File: src/rtl/score_keeper_if.sv
// Handshake bundle between game_controller, score_keeper and the LED/SSD top level.
// The master drives start and the point pulses; score_keeper (slave) drives everything else.
interface score_keeper_if;
  logic       start;
  logic       p1_point;
  logic       p2_point;
  logic [1:0] state;
  logic [3:0] p1_score;
  logic [3:0] p2_score;
  logic [1:0] winner;
  logic       game_over;
  logic [3:0] ssd3;
  logic [3:0] ssd2;
  logic [3:0] ssd1;
  logic [3:0] ssd0;

  modport master (
    output start, p1_point, p2_point,
    input  state, p1_score, p2_score, winner, game_over, ssd3, ssd2, ssd1, ssd0
  );

  modport slave (
    input  start, p1_point, p2_point,
    output state, p1_score, p2_score, winner, game_over, ssd3, ssd2, ssd1, ssd0
  );
endinterface

File: src/rtl/score_keeper.sv
// Pong match scorer: game state, scores, serve owner, winner and SSD digit nibbles, all registered.
// SCORE_LOCKOUT_EN adds a post-point window that ignores further point pulses for LOCKOUT_CYCLES cycles.
module score_keeper #(
  parameter int unsigned WIN_SCORE = 10
`ifdef SCORE_LOCKOUT_EN
  , parameter int unsigned LOCKOUT_CYCLES = 32
`endif
) (
  input  logic          clk,
  input  logic          reset,
  score_keeper_if.slave bus
);

  typedef enum logic [1:0] {
    QI      = 2'b00,
    QGAME_1 = 2'b01,
    QGAME_2 = 2'b10,
    QDONE   = 2'b11
  } state_t;

  localparam logic [3:0] WIN = WIN_SCORE[3:0];

  state_t     r_state;
  logic [3:0] r_p1_score;
  logic [3:0] r_p2_score;
  logic [1:0] r_winner;
  logic       r_game_over;
  logic       r_start_q;

  state_t     w_state_nxt;
  logic [3:0] w_p1_nxt;
  logic [3:0] w_p2_nxt;
  logic [1:0] w_winner_nxt;
  logic       w_game_over_nxt;
  logic       w_start_rise;
  logic       w_p1_acc;
  logic       w_p2_acc;
  logic [3:0] w_p1_inc;
  logic [3:0] w_p2_inc;

  // start_q resets high so a switch already up at reset cannot launch a match.
  assign w_start_rise = bus.start & ~r_start_q;
  assign w_p1_inc     = r_p1_score + 4'd1;
  assign w_p2_inc     = r_p2_score + 4'd1;

`ifdef SCORE_LOCKOUT_EN
  logic [7:0] r_lock;
  logic [7:0] w_lock_nxt;
  logic       w_scored;

  assign w_p1_acc = bus.p1_point & (r_lock == 8'd0);
  assign w_p2_acc = bus.p2_point & (r_lock == 8'd0);
  assign w_scored = ((r_state == QGAME_1) || (r_state == QGAME_2)) & bus.start & (w_p1_acc ^ w_p2_acc);

  always_comb begin
    w_lock_nxt = (r_lock != 8'd0) ? (r_lock - 8'd1) : 8'd0;
    if (w_state_nxt == QI) begin
      w_lock_nxt = 8'd0;
    end else if (w_scored) begin
      w_lock_nxt = LOCKOUT_CYCLES[7:0];
    end
  end

  always_ff @(posedge clk) begin
    if (reset) begin
      r_lock <= 8'd0;
    end else begin
      r_lock <= w_lock_nxt;
    end
  end
`else
  assign w_p1_acc = bus.p1_point;
  assign w_p2_acc = bus.p2_point;
`endif

  always_comb begin
    w_state_nxt     = r_state;
    w_p1_nxt        = r_p1_score;
    w_p2_nxt        = r_p2_score;
    w_winner_nxt    = r_winner;
    w_game_over_nxt = 1'b0;
    case (r_state)
      QI: begin
        w_p1_nxt     = 4'd0;
        w_p2_nxt     = 4'd0;
        w_winner_nxt = 2'b00;
        if (w_start_rise) begin
          w_state_nxt = QGAME_1;
        end
      end
      QGAME_1, QGAME_2: begin
        // Abort wins over any point pulse; simultaneous pulses are a let.
        if (!bus.start) begin
          w_state_nxt = QI;
          w_p1_nxt    = 4'd0;
          w_p2_nxt    = 4'd0;
        end else if (w_p1_acc && !w_p2_acc) begin
          w_p1_nxt = w_p1_inc;
          if (w_p1_inc == WIN) begin
            w_state_nxt     = QDONE;
            w_winner_nxt    = 2'b01;
            w_game_over_nxt = 1'b1;
          end else begin
            w_state_nxt = QGAME_2;
          end
        end else if (w_p2_acc && !w_p1_acc) begin
          w_p2_nxt = w_p2_inc;
          if (w_p2_inc == WIN) begin
            w_state_nxt     = QDONE;
            w_winner_nxt    = 2'b10;
            w_game_over_nxt = 1'b1;
          end else begin
            w_state_nxt = QGAME_1;
          end
        end
      end
      QDONE: begin
        if (!bus.start) begin
          w_state_nxt  = QI;
          w_p1_nxt     = 4'd0;
          w_p2_nxt     = 4'd0;
          w_winner_nxt = 2'b00;
        end
      end
    endcase
  end

  always_ff @(posedge clk) begin
    if (reset) begin
      r_state     <= QI;
      r_p1_score  <= 4'd0;
      r_p2_score  <= 4'd0;
      r_winner    <= 2'b00;
      r_game_over <= 1'b0;
      r_start_q   <= 1'b1;
    end else begin
      r_state     <= w_state_nxt;
      r_p1_score  <= w_p1_nxt;
      r_p2_score  <= w_p2_nxt;
      r_winner    <= w_winner_nxt;
      r_game_over <= w_game_over_nxt;
      r_start_q   <= bus.start;
    end
  end

  assign bus.state     = r_state;
  assign bus.p1_score  = r_p1_score;
  assign bus.p2_score  = r_p2_score;
  assign bus.winner    = r_winner;
  assign bus.game_over = r_game_over;
  assign bus.ssd3      = r_p1_score;
  assign bus.ssd2      = 4'hF;
  assign bus.ssd1      = 4'hF;
  assign bus.ssd0      = r_p2_score;

endmodule
File: src/flat_wrapper.sv
// flat-port wrapper written by rule: the top's interface ports become plain ports
module score_keeper_flat 
#(
  parameter int unsigned WIN_SCORE = 10

)
  (clk, reset, bus_start, bus_p1_point, bus_p2_point, bus_state, bus_p1_score, bus_p2_score, bus_winner, bus_game_over, bus_ssd3, bus_ssd2, bus_ssd1, bus_ssd0);
  score_keeper_if bus_i ();
  input  logic clk;
  input  logic reset;
  input wire logic [$bits(bus_i.start)-1:0] bus_start;
  input wire logic [$bits(bus_i.p1_point)-1:0] bus_p1_point;
  input wire logic [$bits(bus_i.p2_point)-1:0] bus_p2_point;
  output wire logic [$bits(bus_i.state)-1:0] bus_state;
  output wire logic [$bits(bus_i.p1_score)-1:0] bus_p1_score;
  output wire logic [$bits(bus_i.p2_score)-1:0] bus_p2_score;
  output wire logic [$bits(bus_i.winner)-1:0] bus_winner;
  output wire logic [$bits(bus_i.game_over)-1:0] bus_game_over;
  output wire logic [$bits(bus_i.ssd3)-1:0] bus_ssd3;
  output wire logic [$bits(bus_i.ssd2)-1:0] bus_ssd2;
  output wire logic [$bits(bus_i.ssd1)-1:0] bus_ssd1;
  output wire logic [$bits(bus_i.ssd0)-1:0] bus_ssd0;
  assign bus_i.start = bus_start;
  assign bus_i.p1_point = bus_p1_point;
  assign bus_i.p2_point = bus_p2_point;
  assign bus_state = bus_i.state;
  assign bus_p1_score = bus_i.p1_score;
  assign bus_p2_score = bus_i.p2_score;
  assign bus_winner = bus_i.winner;
  assign bus_game_over = bus_i.game_over;
  assign bus_ssd3 = bus_i.ssd3;
  assign bus_ssd2 = bus_i.ssd2;
  assign bus_ssd1 = bus_i.ssd1;
  assign bus_ssd0 = bus_i.ssd0;
  score_keeper #(.WIN_SCORE(WIN_SCORE)) u_core (.clk(clk), .reset(reset), .bus(bus_i));
endmodule
File: config.mk
export PLATFORM = sky130hd
export DESIGN_NAME = score_keeper_flat
export DESIGN_NICKNAME = d
export VERILOG_FILES = /design/src/rtl/score_keeper_if.sv /design/src/rtl/score_keeper.sv /design/src/flat_wrapper.sv
export SDC_FILE = /design/constraint.sdc
export NUM_CORES = 1
export LEC_CHECK = 0
export ABC_AREA = 0
export CORE_MARGIN = 4
export CORE_UTILIZATION = 25
export CTS_BUF_LIST = sky130_fd_sc_hd__clkbuf_8 sky130_fd_sc_hd__clkbuf_16
export CTS_CLUSTER_SIZE = 10
export DETAILED_ROUTE_END_ITERATION = 8
export PLACE_DENSITY = 0.45
export SYNTH_ARGS = -nofsm -noshare
export SYNTH_HDL_FRONTEND = slang
export SYNTH_SLANG_ARGS = --single-unit
File: constraint.sdc
create_clock -name clk -period 4.2 [get_ports clk]
set_input_delay 0.63 -clock clk [delete_from_list [all_inputs] [get_ports clk]]
set_output_delay 0.63 -clock clk [all_outputs]
set_load 0.01 [all_outputs]
# [Yosys cells after proc, flatten, opt, wreduce, memory -nomap -nowiden]
# Cells that the tools add are included.
[word_totals] reg_bits=14 latchBits=0 mem_bits_rw=0 mem_bits_ro=0 input_bits=5 output_inout_bits=29 elab_cells=64 mem_count=0
[op_classes] n_addsub=2 mul=0 div=0 order_cmp=0 eq_ne=15 shifts=0 n_mux=26 n_bitwise=4 n_reduce_logical=11
[ops] op="4-bit 2-to-1 mux" n=6
[ops] op="4-bit one-hot mux with 3 select lines" n=2
[ops] op="2-bit 2-to-1 mux" n=11
[ops] op="2-bit one-hot mux with 3 select lines" n=2
[ops] op="4-bit by 1-bit adder with 4-bit output, second input constant" n=2
[ops] op="4-bit equality test, second input constant" n=2
[ops] op="3-bit by 1-bit != test with 1-bit output, second input constant" n=2
[ops] op="3-bit by 2-bit != test with 1-bit output, second input constant" n=2
[ops] op="3-bit != test, second input constant" n=2
[ops] op="3-bit AND reduction" n=2
[ops] op="1-bit 2-to-1 mux" n=5
[ops] op="5-bit AND reduction" n=1
[ops] op="2-bit equality test, second input constant" n=2
[ops] op="2-bit != test, second input constant" n=2
[ops] op="4-bit by 2-bit != test with 1-bit output, second input constant" n=1
[ops] op="1-bit NOT" n=3
[ops] op="3-bit OR reduction" n=1
[ops] op="2-bit by 1-bit equality test with 1-bit output, second input constant" n=1
[ops] op="1-bit logical AND" n=2
[ops] op="1-bit logical NOT" n=2
[ops] op="2-bit logical NOT" n=1
[ops] op="2-bit by 1-bit != test with 1-bit output, second input constant" n=1
[ops] op="2-bit AND reduction" n=1
[ops] op="2-bit OR reduction" n=1
[ops] op="1-bit bitwise AND" n=1

# [Longest topological paths before layout]
# Gate-level depths: netlist of run 1.
[logic_depth] ltp_word=7 mapped_depth=8 mapped_depth_nobuf=7

# [Worst setup path before layout of run 1]
# Ideal clock, no wire load.
[synth_path] path_kind="in2reg" start="in bus_p2_point" end="reg u_core.r_p2_score[2], in the netlist u_core.bus.p2_score[2]" setup_time_ns=0.070 arrival_time_ns=1.682 required_time_ns=4.130 path_slack_ns=2.448 path_stages=6 n_path_buf=0 cell_sequence="inv_1 -> ha_1 -> nor2b_2 -> nand4b_1 -> or3b_1 -> a21oi_1"
[synth_via] elab_chain_cells=4 word_cells_on_any_way=6 cone_classes="eq/ne: 2; reduce/logical: 4"
[synth_rtl] element="start, declared" line_no="flat_wrapper.sv:13" rtl="input wire logic [$bits(bus_i.p2_point)-1:0] bus_p2_point;"
[synth_rtl] element="1-bit logical NOT" line_no="score_keeper.sv:97" rtl="end else if (w_p1_acc && !w_p2_acc) begin"
[synth_rtl] element="1-bit logical AND" line_no="score_keeper.sv:97"
[synth_rtl] element="3-bit != test (no line)"
[synth_rtl] element="3-bit AND reduction (no line) (*)"
[synth_rtl] element="end signal, assigned" line_no="score_keeper.sv:139" rtl="r_p2_score <= w_p2_nxt;"
[synth_rtl] element="end, declared" line_no="score_keeper.sv:25" rtl="logic [3:0] r_p2_score;"
# Mark *: on every way between the ends. The rest lies on a longest branch, timed or not.
# A chain may end at the register's enable or synchronous reset.

# [Final worst setup path of run 1]
# Ends and elaborated chain as after synthesis.

==> results of run 1 <==
## registers in the layout, summed over array words and instances (netlist names)
register / cells
u_core.bus.game_over: 1
u_core.bus.p1_score: 4
u_core.bus.p2_score: 4
u_core.bus.state: 2
u_core.bus.winner: 2
u_core.r_start_q: 1
## metrics by stage
step | hold slack (ps) | setup slack, ps
2_1_floorplan | 485 | 2450
4_1_cts | 483 | 2050
5_1_grt | 507 | 1900
3_3_place_gp | 472 | 1850
3_5_place_dp | 474 | 1780
6_report | 476 | 2050
## final timing paths
check | startpoint | to | cells past startpoint
max | bus_p2_point | u_core.bus.p2_score[2]$_SDFFE_PP0P_ | 7
min reg2reg | u_core.bus.winner[1]$_SDFFE_PP0P_ | u_core.bus.winner[1]$_SDFFE_PP0P_ | 2
min | u_core.bus.winner[1]$_SDFFE_PP0P_ | u_core.bus.winner[1]$_SDFFE_PP0P_ | 2
max reg2reg | u_core.bus.state[0]$_SDFFE_PP0P_ | u_core.bus.winner[1]$_SDFFE_PP0P_ | 7
## layout by cell type (no fill, tap or decap), types with 5 or more instances in the layout
master,Yosys,final
ha_1,9,9
nor2_1,13,13
dfxtp_1,14,14
nand2_1,10,10
inv_1,9,9
a21oi_1,11,11
o21ai_0,5,5
clkdlybuf4s50_1,0,25
conb_1,1,8
## worst max-delay path: stages
cell	delay (ps)
clkdlybuf4s50_1	480
inv_1	50
ha_1	280
nor2b_2	170
nand4b_1	140
or3b_1	400
a21oi_1	160
## power by group through the flow
stage	Clock (uW)	Combinational (uW)	Sequential [uW]
finish	136	53.4	138
floorplan	0	43.3	141
CTS	140	54.0	138
global route	147	59.9	138
global placement	0	53.4	140
detailed placement	0	53.6	141
## layer usage
metal,global-route usage [%],vias to the layer above,wire length [um]
li1,-,456,-
met5,0,-,0
met1,12.9,400,1120
met2,14.9,27,1080
met3,2.22,4,99
met4,4.30,0,40
## logic make-up (layout without fill, tap and decap cells)
| family | count (synthesis) | after routing | synth area share, % |
|---|---|---|---|
| and+or+nand+nor | 45 | 45 | 23.5 |
| AOI/OAI and AO/OA | 32 | 32 | 19.6 |
| buffers and inverters | 28 | 38 | 16.7 |
| DFF | 14 | 14 | 27.0 |
| adders and majority gates | 9 | 9 | 10.8 |
| muxes | 2 | 2 | 1.93 |
| other | 1 | 8 | 0.361 |
## cell type report
class | count | area (um^2) | share of cell area [%]
Clock buffer | 4 | 55.1 | 4.26
Inverter | 9 | 33.8 | 2.61
Multi-Input combinational cell | 96 | 611 | 47.2
Sequential cell | 14 | 280 | 21.7
Tap cell | 50 | 62.6 | 4.84
Timing Repair Buffer | 25 | 250 | 19.4
==> flow_summary.ini, run 1 <==
[run_status]
status = finished clean

[clock_tree]
postCtsHoldBufs = 0
cts.path.max_buffers = 2
cts_buffers = 3
cts.clk_slew.worst_paths_ps = 60
cts_tree = yes
htreeDepth = 1
clkSinkCount = 14
cts_resized = 0
clkLatencyLatePin_ps = 250
cts_setup_buffers = 0
clock-root-buffer = clkbuf_8

[timing]
finalCriticalPeriod_ps = 2150
final.period_utilization_pct = 51.1
finalHoldViolCount = 0
final_max_slew_viol_count = 0
rsz0062_at_grt = no
fin_skew_ps = 6.32
fin_setup_tns_ps = 0
max_freq_mhz = 466
setup_viol = 0

[finish]
final_area_mm2 = 0.00129
final_nets = 163
drive_gt1_share_pct = 6.76
fin_cells = 198
area_delta_synth_final_pct = 24.5
final_core_util_pct = 32.3
fillers = 419
n_antenna_cell = 0

[routing]
ant_nets = 0
wl_um = 2340
drc_errors = 0
via_per_inst = 4.48
drt_iter0_markers = 24
first_pass_iters = 4
avgRoutedWirePerCell_um = 11.8
vias = 887

[job]
drv_cap = 0

[synthesis]
synth_common_cells = buf_4 (18), dfxtp_1 (14), nor2_1 (13)
synth.distinct_cells = 37
yosysMostFrequentCell = buf_4
synth_top_area_share_pct = 27.0
ys_ff_latch = 14
yosys_warnings = 0
synth_area_mm2 = 0.00104
synth_cells = 131
synthTopCellsByArea = dfxtp_1 (27%), buf_4 (13%), ha_1 (11%), a21oi_1 (5.3%), nor2_1 (4.7%)
synth_edf_count = 0
syn_area_per_cell_um2 = 7.93
synth-main-ff-cell = dfxtp_1
seq_area_frac_synth_pct = 27.0
synthArstFlopShare_pct = 0
synth_top_area_cell = dfxtp_1

[critical_path]
crit_arrival_ps = 2310
crit_type = in -> reg
required_ps = 4370
startpoint_type = input pin
end_kind = register
critPathMaxFanout = 7
r2r_slack_ps = 2340

[die]
die_area_mm2 = 0.00525
top_level_ports = 34
die_w_um = 72.5
core_area_mm2 = 0.00400
initial_core_util_pct = 26.0
std_cell_rows = 23
die_height_um = 72.5

[placement]
gp_congestion = 0.764
dp.cells = 194
io_buffers = 25
placed_area_mm2 = 0.00124
place_hpwl_um = 1790

[pwr]
power_uw = 327
p_comb_share_pct = 16.4
intPower_uw = 241
clkPwrFrac_pct = 41.5
p_sw_uw = 85.8
p_leak_uw = 0.000489
pwr-share-seq_pct = 42.1
sw_frac_of_total_pct = 26.3
irDropWorstVdd_v = 0.000150
p_per_area_mw_per_mm2 = 253

[grt]
grt_antenna_before_repair = 0
grt_pass1_wl_um = 4000
first_global_vias = 882
grt_use_total_pct = 9.68
grt_max_degree = 14
grt_overflow_total = 0

[hold_path]
min_path_type = reg -> reg
No activity file was read; power rests on OpenSTA's default activity.
==> run 2: changes to the inputs <==
==> constraint.sdc (replaced) <==
create_clock -name clk -period 2 [get_ports clk]
set_input_delay 0.3 -clock clk [delete_from_list [all_inputs] [get_ports clk]]
set_output_delay 0.3 -clock clk [all_outputs]
set_load 0.01 [all_outputs]
==> run 2 against run 1 <==
Net effect: core utilization grew 0.22 points; flip-flop and latch count is the same; total power grew 95%; final cell count grew 1.0%; clock skew shrank 3.7 ps; highest routed layer is now met3; critical endpoint is now u_core.bus.winner[1]$_SDFFE_PP0P_; hold slack lost 3.6 ps; largest cell class unchanged; routed wire length shrank 1.2%; first-iteration DRC count grew 58%; design area grew 0.68%; global-route usage shrank 0.23 points; worst setup slack lost 1800 ps; clock power grew 70%.
==> flow_summary.ini, run 2 (synthesis gave the netlist of run 1 again) <==
[run_status]
status = finished clean

[job]
drv_cap = 0

[clock_tree]
cts_tree = yes
postCtsHoldBufs = 0
cts_resized = 0
clock-root-buffer = clkbuf_8
clkLatencyLatePin_ps = 240
cts_setup_buffers = 0
cts_buffers = 3
htreeDepth = 1
cts.path.max_buffers = 2
cts.clk_slew.worst_paths_ps = 60
clkSinkCount = 14

[timing]
setup_viol = 0
fin_skew_ps = 2.63
hold_ws_ps = 472
max_freq_mhz = 564
finalCriticalPeriod_ps = 1770
fin_setup_tns_ps = 0
final.period_utilization_pct = 88.7
final_max_slew_viol_count = 0
rsz0062_at_grt = no
finalHoldViolCount = 0

[grt]
grt_use_total_pct = 9.45
grt_antenna_before_repair = 0
grt_overflow_total = 0
first_global_vias = 897
grt_max_degree = 13
grt_pass1_wl_um = 4050

[critical_path]
crit_slowest_cell = ha_1
required_ps = 2180
cpPeakStageDelay_ps = 490
timing.critical_path.buf_inv = 1
critPathMaxFanout = 12
setup.worst_path.end = u_core.bus.winner[1]$_SDFFE_PP0P_
cpLargestDelayFamily = adder cells
startpoint = u_core.bus.state[0]$_SDFFE_PP0P_
cp_num_cells = 7
crit_arrival_ps = 1950
startpoint_type = register
r2r-start = u_core.bus.state[0]$_SDFFE_PP0P_
end_kind = register
crit_path_cell_trace = inv_1, ha_1, nand2_2, nor3_1, nand2_1, o31a_1, o21ai_1
r2r_end = u_core.bus.winner[1]$_SDFFE_PP0P_
r2r_slack_ps = 230
crit_type = reg -> reg
worstRegToRegCells = 7

[finish]
fin_cells = 200
n_antenna_cell = 0
fillers = 408
area_delta_synth_final_pct = 25.3
final_area_mm2 = 0.00130
final_nets = 166
layout_commonest_cell = clkdlybuf4s50_1
final_core_util_pct = 32.5
drive_gt1_share_pct = 8.00
layout_common_cells = clkdlybuf4s50_1 (25), dfxtp_1 (14), nor2_1 (13)

[die]
std_cell_rows = 23
core_area_mm2 = 0.00400
initial_core_util_pct = 26.0
die_area_mm2 = 0.00525
die_w_um = 72.5
die_height_um = 72.5
top_level_ports = 34

[pwr]
p_leak_uw = 0.000496
p_per_area_mw_per_mm2 = 489
irDropWorstVdd_v = 0.000187

[routing]
wl_um = 2310
drt_iter0_markers = 38
via_per_inst = 4.53
vias = 905
first_pass_iters = 3
drc_errors = 0
avgRoutedWirePerCell_um = 11.6
ant_nets = 0

[placement]
gp_congestion = 0.776
placed_area_mm2 = 0.00126
place_hpwl_um = 1780
io_buffers = 25
dp.cells = 197

[hold_path]
min_path_type = reg -> reg
==> run 2: worst min-delay path by stage <==
stage / from / end / slack, ps / depth (start not counted)
floorplan: bus_start / u_core.r_start_q$_SDFF_PP1_ / 410 / 1
global placement: u_core.bus.winner[1]$_SDFFE_PP0P_ / u_core.bus.winner[1]$_SDFFE_PP0P_ / 470 / 2
detailed placement: u_core.bus.winner[1]$_SDFFE_PP0P_ / u_core.bus.winner[1]$_SDFFE_PP0P_ / 470 / 2
CTS: u_core.bus.winner[1]$_SDFFE_PP0P_ / u_core.bus.winner[1]$_SDFFE_PP0P_ / 480 / 2
global route: u_core.bus.winner[1]$_SDFFE_PP0P_ / u_core.bus.winner[1]$_SDFFE_PP0P_ / 510 / 2
finish: u_core.bus.winner[1]$_SDFFE_PP0P_ / u_core.bus.winner[1]$_SDFFE_PP0P_ / 470 / 2
==> run 2: per-layer routing <==
metal | vias up | GRT usage [%] | share of wire (%) | wire (um)
met1 | 425 | 12.3 | 48 | 1100
met5 | - | 0 | 0 | 0
met4 | 0 | 1.84 | 0 | 0
met2 | 20 | 16.2 | 48 | 1110
li1 | 460 | - | - | -
met3 | 0 | 1.94 | 4.5 | 103
==> run 2: layout make-up <==
type | count | area, um^2 | area share (%)
Tap cell | 50 | 62.6 | 4.81
Inverter | 9 | 33.8 | 2.60
Clock buffer | 3 | 41.3 | 3.17
Sequential cell | 14 | 280 | 21.5
Timing Repair Buffer | 28 | 273 | 21.0
Multi-Input combinational cell | 96 | 611 | 46.9
==> run 2: worst min-delay path, cell delays in order, from the launching register on <==
cell,delay [ps]
dfxtp_1,320
nand2_1,60
o21ai_1,50
==> run 2: stage by stage <==
| stage | power (uW) | worst slack, ps |
|---|---|---|
| final | 637 | 226 |
| after global routing | 676 | 76.1 |
| after CTS | 647 | 198 |
| after detailed placement | 412 | 7.46 |
| after global placement | 412 | 79.5 |
| after floorplan | 387 | 387 |
==> run 2: where the power goes <==
part | switching [uW] | total, uW | internal (uW)
registers | 4.74 | 289 | 284
logic | 65.5 | 117 | 51.6
clock network | 97.7 | 231 | 133
